==> src/rtl/thor2024_mulu_unit_pkg.sv <==
// Thor2024pkg: shared types and constants for the unsigned-multiply unit
package Thor2024pkg;
  localparam int MULU_BPC = 2;
  localparam int ROB_TAGW = 5;
  typedef logic [ROB_TAGW-1:0] rob_tag_t;
  typedef enum logic [1:0] {IDLE = 2'd0, BUSY = 2'd1, DONE = 2'd2} mulu_state_t;
endpackage

==> src/rtl/thor2024_mulu_step.sv <==
// thor2024_mulu_step: radix-4 partial product (0, a, 2a, 3a) shifted into the accumulator
module thor2024_mulu_step #(
  parameter int WID = 64,
  parameter int SW  = 7
) (
  input  logic [2*WID-1:0] i_acc,
  input  logic [WID-1:0]   i_a,
  input  logic [1:0]       i_bits,
  input  logic [SW-1:0]    i_shift,
  output logic [2*WID-1:0] o_acc
);
  logic [WID+1:0]   w_pp;
  logic [2*WID-1:0] w_ext;
  assign w_pp  = (i_bits[1] ? {1'b0, i_a, 1'b0} : '0) + (i_bits[0] ? {2'b0, i_a} : '0);
  assign w_ext = {{(WID-2){1'b0}}, w_pp};
  assign o_acc = i_acc + (w_ext << i_shift);
endmodule

==> src/rtl/thor2024_mulu_unit.sv <==
// thor2024_mulu_unit: iterative radix-4 unsigned multiplier returning the low or high product half
module thor2024_mulu_unit
  import Thor2024pkg::*;
#(
  parameter int WID  = 64,
  parameter int BPC  = MULU_BPC,
  parameter int TAGW = ROB_TAGW
) (
  input  logic            clk,
  input  logic            rst_n,
  input  logic            flush,
  input  logic            ld_valid,
  output logic            ld_ready,
  input  logic            mulu,
  input  logic            op_hi,
  input  logic            op_imm,
  input  logic [WID-1:0]  a,
  input  logic [WID-1:0]  b,
  input  logic [WID-1:0]  imm,
  input  logic [TAGW-1:0] tag,
  output logic            res_valid,
  input  logic            res_ready,
  output logic [WID-1:0]  res,
  output logic [TAGW-1:0] res_tag
);
  localparam int SW = $clog2(2*WID);
  localparam int CW = $clog2(WID/BPC) + 1;
  mulu_state_t      r_state;
  logic [2*WID-1:0] r_acc;
  logic [WID-1:0]   r_a;
  logic [WID-1:0]   r_b;
  logic             r_hi;
  logic [TAGW-1:0]  r_tag;
  logic [CW-1:0]    r_cnt;
  logic [SW-1:0]    r_shift;
  logic [2*WID-1:0] w_acc;
  thor2024_mulu_step #(.WID(WID), .SW(SW)) u_step (
    .i_acc  (r_acc),
    .i_a    (r_a),
    .i_bits (r_b[1:0]),
    .i_shift(r_shift),
    .o_acc  (w_acc)
  );
  assign ld_ready  = r_state == IDLE;
  assign res_valid = r_state == DONE;
  assign res       = r_hi ? r_acc[2*WID-1:WID] : r_acc[WID-1:0];
  assign res_tag   = r_tag;
  // FSM: accept in IDLE, retire two multiplier bits per BUSY edge, hold result in DONE
  always_ff @(posedge clk or negedge rst_n) begin
    if (!rst_n) begin
      r_state <= IDLE;
      r_acc   <= '0;
      r_a     <= '0;
      r_b     <= '0;
      r_hi    <= 1'b0;
      r_tag   <= '0;
      r_cnt   <= '0;
      r_shift <= '0;
    end else if (flush) begin
      r_state <= IDLE;
    end else if (r_state == IDLE && ld_valid && mulu) begin
      r_state <= BUSY;
      r_acc   <= '0;
      r_a     <= a;
      r_b     <= op_imm ? imm : b;
      r_hi    <= op_hi;
      r_tag   <= tag;
      r_cnt   <= CW'(WID/BPC);
      r_shift <= '0;
    end else if (r_state == BUSY) begin
      r_acc   <= w_acc;
      r_b     <= r_b >> BPC;
      r_shift <= r_shift + SW'(BPC);
      r_cnt   <= r_cnt - 1'b1;
      if (r_cnt == CW'(1)) r_state <= DONE;
    end else if (r_state == DONE && res_ready) begin
      r_state <= IDLE;
    end
  end
endmodule

==> config.mk <==
export PLATFORM = sky130hd
export DESIGN_NAME = thor2024_mulu_unit
export DESIGN_NICKNAME = d
export VERILOG_FILES = /design/src/rtl/thor2024_mulu_unit_pkg.sv /design/src/rtl/thor2024_mulu_step.sv /design/src/rtl/thor2024_mulu_unit.sv
export SDC_FILE = /design/constraint.sdc
export NUM_CORES = 2
export LEC_CHECK = 0
export CORE_MARGIN = 4
export CORE_UTILIZATION = 38
export CTS_CLUSTER_DIAMETER = 120
export DETAILED_ROUTE_END_ITERATION = 6
export PLACE_DENSITY = 0.65
export SLEW_MARGIN = 20
export SYNTH_ARGS = -nofsm -noshare
export SYNTH_HDL_FRONTEND = slang
export SYNTH_HIERARCHICAL = 1
export SYNTH_SLANG_ARGS = --single-unit
==> constraint.sdc <==
create_clock -name clk -period 14 [get_ports clk]
set_input_delay 2.8 -clock clk [delete_from_list [all_inputs] [get_ports clk]]
set_output_delay 2.8 -clock clk [all_outputs]
set_load 0.005 [all_outputs]
Yosys cells after proc, flatten, opt, wreduce, memory -nomap -nowiden --
Index checks and enable logic that the tools add are counted. W data, S select, Z words.
Cells by class: multiply operators 0, eq/ne operators 4, shifts and indexed selects 1, reductions and logical operators 9, divide/modulo/power cells 0, mux-type cells 17, add/sub/neg operators 4, order comparisons 0, bitwise logic cells 1
Operators with widths (number):
- $mux W64 | 5
- $mux W128 | 2
- $add A128 B128 Y128 | 1
- $shl A66 B7 Y128 | 1
- $add A66 B66 Y66 | 1
- $mux W65 | 1
- $mux W7 | 2
- $mux W6 | 2
- $mux W2 | 5
- $add A7 B2 Y7 const B | 1
- $eq A6 B1 Y1 const B | 1
- $reduce_and A2 Y1 | 3
- $sub A6 B1 Y6 const B | 1
- $ne A4 B3 Y1 const B | 1
- $reduce_bool A4 Y1 | 1
- $logic_and A1 B1 Y1 | 3
- $eq A2 B1 Y1 const B | 1
- $eq A2 B2 Y1 const B | 1
- $logic_not A2 Y1 | 1
- $reduce_bool A2 Y1 | 1
- $not A1 Y1 | 1
Word-level totals: output and inout bits 71, memories kept 0, register bits 277, ROM bits 0, memory bits (writable) 0, word-level logic and storage cells 44, latch bits 0, input port bits 205

Longest topological paths before layout --
word-level depth 6, depth in mapped cells 35

Hierarchy --
The synthesis kept the hierarchy.
Modules (own cells, without submodules):
- thor2024_mulu_step | area an instance 20053.0 um^2, cells each 3063, times used 1
- thor2024_mulu_unit | area an instance 12359.4 um^2, cells each 1018, times used 1

Least setup slack after synthesis --
No wires, ideal clock.
kind flip-flop to flip-flop, start point reg r_b[0], end point reg r_acc[126], required time 13879 ps, path buffers 3, setup time 121 ps, slack 6615 ps, cell stages (with the launch flop) 32, arrival time 7264 ps, path through dfrtp_1 clkbuf_1 clkbuf_1 nand2_1 fa_1 nand2b_1 a211oi_2 o21ai_2 a21bo_1 a311o_1 mux2i_1 or4_1 a21boi_1 mux4_2 nand2_1 o21ai_1 a21o_1 ha_1 clkbuf_1 nand4_1 or4_1 nor2_1 nand2_1 nor3_1 o31ai_1 and3_1 o31a_1 o31ai_1 nand3b_1 a31oi_1 xor2_1 a22o_1
Between the ends: longest elaborated chain between the ends 6
Ends and longest elaborated chain:
- start: declaration | line thor2024_mulu_unit.sv:31 | logic [WID-1:0] r_b;
- start signal: assignment | line thor2024_mulu_unit.sv:65 | r_b <= op_imm ? imm : b;
- start signal: assignment | line thor2024_mulu_unit.sv:72 | r_b <= r_b >> BPC;
- $mux W64 | line thor2024_mulu_step.sv:14 | assign w_pp = (i_bits[1] ? {1'b0, i_a, 1'b0} : '0) + (i_bits[0] ? {2'b0, i_a} : '0);
- $add A66 B66 Y66 | line thor2024_mulu_step.sv:14
- $shl A66 B7 Y128 | line thor2024_mulu_step.sv:16 | assign o_acc = i_acc + (w_ext << i_shift);
- $add A128 B128 Y128 | line thor2024_mulu_step.sv:16
- named net w_acc[126] | line thor2024_mulu_unit.sv:36 | logic [2*WID-1:0] w_acc;
- $mux W128 | line thor2024_mulu_unit.sv:70 | end else if (r_state == BUSY) begin
- $mux W128 | line thor2024_mulu_unit.sv:61 | end else if (r_state == IDLE && ld_valid && mulu) begin
- end signal: assignment | line thor2024_mulu_unit.sv:71 | r_acc <= w_acc;
- end: declaration | line thor2024_mulu_unit.sv:29 | logic [2*WID-1:0] r_acc;
The timed path passes the listed nets, and every way through them passes these cells. The select of a mux whose other input is x is not followed. A chain may end at the register's enable or synchronous reset.

Worst setup path after layout --
start point reg r_b[0], end point reg r_acc[85]
Same word-level chain as after synthesis.

==> impl_metrics.json <==
{
  "fmax_ghz": 0.103,
  "detail_route.wl_per_cell_um": 23.9,
  "arrival_worst_endpoint_ps": 10160,
  "layout-area-overhead-vs-synth_pct": 13.7,
  "numCtsBuffers": 39,
  "timing.critical_path.required_ps": 14450,
  "grt_max_degree": 132,
  "fill_cells": 8684,
  "vias_per_cell": 6.26,
  "status": "complete, no violations",
  "share_comb_of_total_power": 0.642,
  "timing.final.crit_period_ps": 9710,
  "finalCritPeriodShare": 0.693,
  "post_synth_instance_area_sq_um": 32400,
  "critical_path_class": "flop to flop",
  "warning_count_from_the_yosys_run": 6,
  "dr_total_vias": 33063,
  "fin_setup_tns_ps": 0,
  "tritoncts_clock_tree": "built",
  "setup-violations-final": 0,
  "crit_fanout": 66,
  "final_core_util": 0.438,
  "synth_flop_cell": "dfrtp_1",
  "route.detailed.drc": 0,
  "detail_route.first_pass.iterations": 6,
  "htreeDepth": 2,
  "max_slew.worst_pin.slew_ps": 1050,
  "finish.instance_area_sq_um": 36900,
  "cts-hold-fix-buffers": 0,
  "power.net_switching_uw": 3100,
  "core.rowCount": 106,
  "cts_setup_buffers": 0,
  "grt_usage": 0.267,
  "clk_pin_slew_ps": 60,
  "boundaryPins": 276,
  "grt_remaining_overflow": 0,
  "final_setup_skew_ps": 32.2,
  "p_clk_frac": 0.163,
  "drt_iter0_markers": 3471,
  "finish.net_count": 4512,
  "chipHeight_um": 300,
  "layout_commonest_cell": "nand2_1",
  "cts_sinks": 276,
  "power.leakage_uw": 0.0156,
  "design.die.area_sq_um": 90000,
  "hold_path.class": "flop to flop",
  "post_synth_inst_count": 4081,
  "layout.cells.most_common_list": "nand2_1, a21oi_1, nor2_1",
  "timing.max_slew.rel_slack": 0.291,
  "wl_um": 126000,
  "die_width_um": 300,
  "clock_tree.buffer_depth": 3,
  "clk_root_buffer_cell": "clkbuf_16",
  "sw_frac_of_total": 0.495,
  "post_dp_cell_area_sq_um": 35600,
  "initial_utilization": 0.385,
  "max_cap_viol_count": 0,
  "gp_congestion": 1.03,
  "delay_contributed_by_the_slowest_stage_of_the_critical_path_ps": 570,
  "yosysSeqAreaShare": 0.213,
  "grt_antenna_before_repair": 6,
  "post_route_cells_drive_above_1_share": 0.0927,
  "synth_enable_flop_cells": 0,
  "finalNonFillerCells": 5279,
  "timing.critical_path.slowest_stage_cell": "mux4_2",
  "timing_hold_violations_final": 0,
  "port_buffers": 275,
  "synthesis.area_per_instance_sq_um": 7.94,
  "max-vdd-ir-drop_v": 0.0000898,
  "post-place-cells": 5205,
  "post_cts_resize_count": 0,
  "synth_async_sr_flop_share": 1.00,
  "final-max-slew-violation-count": 0,
  "yosys.cell_types.count": 113,
  "grt_pass1_wl_um": 191000,
  "rsz0062_at_grt": "no",
  "timing.critical_path.to_type": "flop",
  "antenna_left": 0,
  "synth_seq_cells": 276,
  "dpl.hpwl_um": 98200,
  "sort_of_element_at_the_start_of_the_critical_path": "flop",
  "internal-power_uw": 3160,
  "clock_latency_ps": 580,
  "core_region_area_sq_um": 84100,
  "relative_contribution_of_sequential_cells_to_total_power": 0.195,
  "pwr_density_cell_nw_per_um2": 170,
  "first_global_vias": 31077
}
power groups by stage:
stage                     Sequential, uW  Clock [uW]  Combinational, uW
after global routing                1240        1090               4300
after detailed placement            1230           0               3880
after floorplan                     1130           0               2730
after CTS                           1220        1050               3910
after global placement              1230           0               3890
final                               1220        1020               4020
through the flow:
step                hold slack (ps)  worst slack, ps  total power [uW]
floorplan                       473             6610              3860
global placement                492             4640              5110
detailed placement              499             4680              5110
CTS                             512             4610              6180
global route                    530             3980              6630
finish                          509             4290              6260
sequential cells by signal, indices dropped and copies added (netlist names):
| signal | cells |
|---|---|
| r_acc | 128 |
| r_a | 64 |
| r_b | 64 |
| r_cnt | 6 |
| r_shift | 6 |
| res_tag | 5 |
| r_state | 2 |
| r_hi | 1 |
cells by family after synthesis:
logic type / after synthesis / share of synthesized area
AOI/OAI and AO/OA: 1422 / 0.296
muxes: 298 / 0.114
DFF: 276 / 0.213
and+or+nand+nor: 1300 / 0.199
buffers and inverters: 406 / 0.0524
adders and majority gates: 195 / 0.0757
other: 1 / 0.000116
xor gates and xnor gates: 183 / 0.0499
routing by layer:
metal,track usage,share of wire,wire (um),up-vias
li1,-,-,-,15354
met2,0.424,0.45,56200,1447
met5,0,0.00039,49,-
met3,0.0446,0.082,10300,244
met4,0.103,0.043,5450,8
met1,0.364,0.43,54000,16010
critical path: cells and delay by family, from the launching register on:
| kind | cells | cell delay (ps) |
|---|---|---|
| and+or+nand+nor | 7 | 1950 |
| adders and majority gates | 3 | 1060 |
| buffers and inverters | 2 | 450 |
| xor gates and xnor gates | 2 | 340 |
| muxes | 4 | 1630 |
| DFF | 1 | 320 |
| AOI/OAI and AO/OA | 11 | 3750 |
cell type report:
cell class / instances / area [sq um] / area share
inverters: 84 / 315 / 0.00856
repair buffers: 310 / 3030 / 0.0822
clock inverters: 20 / 209 / 0.00567
diodes: 2 / 5.00 / 0.000136
flip-flops and latches: 276 / 6920 / 0.188
multi-input cells: 3401 / 23900 / 0.648
clock buffers: 52 / 1080 / 0.0294
well taps: 1134 / 1420 / 0.0385
path summary, 6_finish.rpt:
kind	cells after the start	endpoint	slack (ps)	startpoint
worst min register to register	2	r_b[25]	510	r_b[25]
worst max register to register	29	r_acc[85]	4290	r_b[0]
max in group asynchronous	2	r_shift[1]	10430	rst_n
worst min-delay path	2	r_b[25]	510	r_b[25]
worst max-delay path	29	r_acc[85]	4290	r_b[0]
min in group asynchronous	1	r_acc[89]	2230	rst_n
cell usage after synthesis (18+ instances only):
library cell	n	area, sq um
mux4_2	38	856
a211oi_1	84	631
nand2_1	331	1240
xnor2_1	106	928
and3_1	30	188
a21oi_1	323	1620
buf_2	48	240
o21a_1	35	263
a22o_1	136	1190
o22ai_1	30	188
o211ai_1	35	263
nand2b_1	30	188
and2_1	158	988
clkbuf_1	236	886
nand3_1	65	325
nor3_1	68	340
o21ai_0	293	1470
nand4_1	100	626
dfrtp_1	276	6910
o221ai_1	21	184
mux2_2	176	1980
nor2_1	318	1190
o21bai_1	41	308
nor4_1	27	169
a31oi_1	26	163
a21o_1	108	811
xor2_1	76	666
inv_1	80	300
buf_1	18	67.6
o31ai_1	81	608
mux2i_1	80	801
or3_1	20	125
nor2b_1	79	494
ha_1	193	2410
Power figures use the tool's default switching activity.
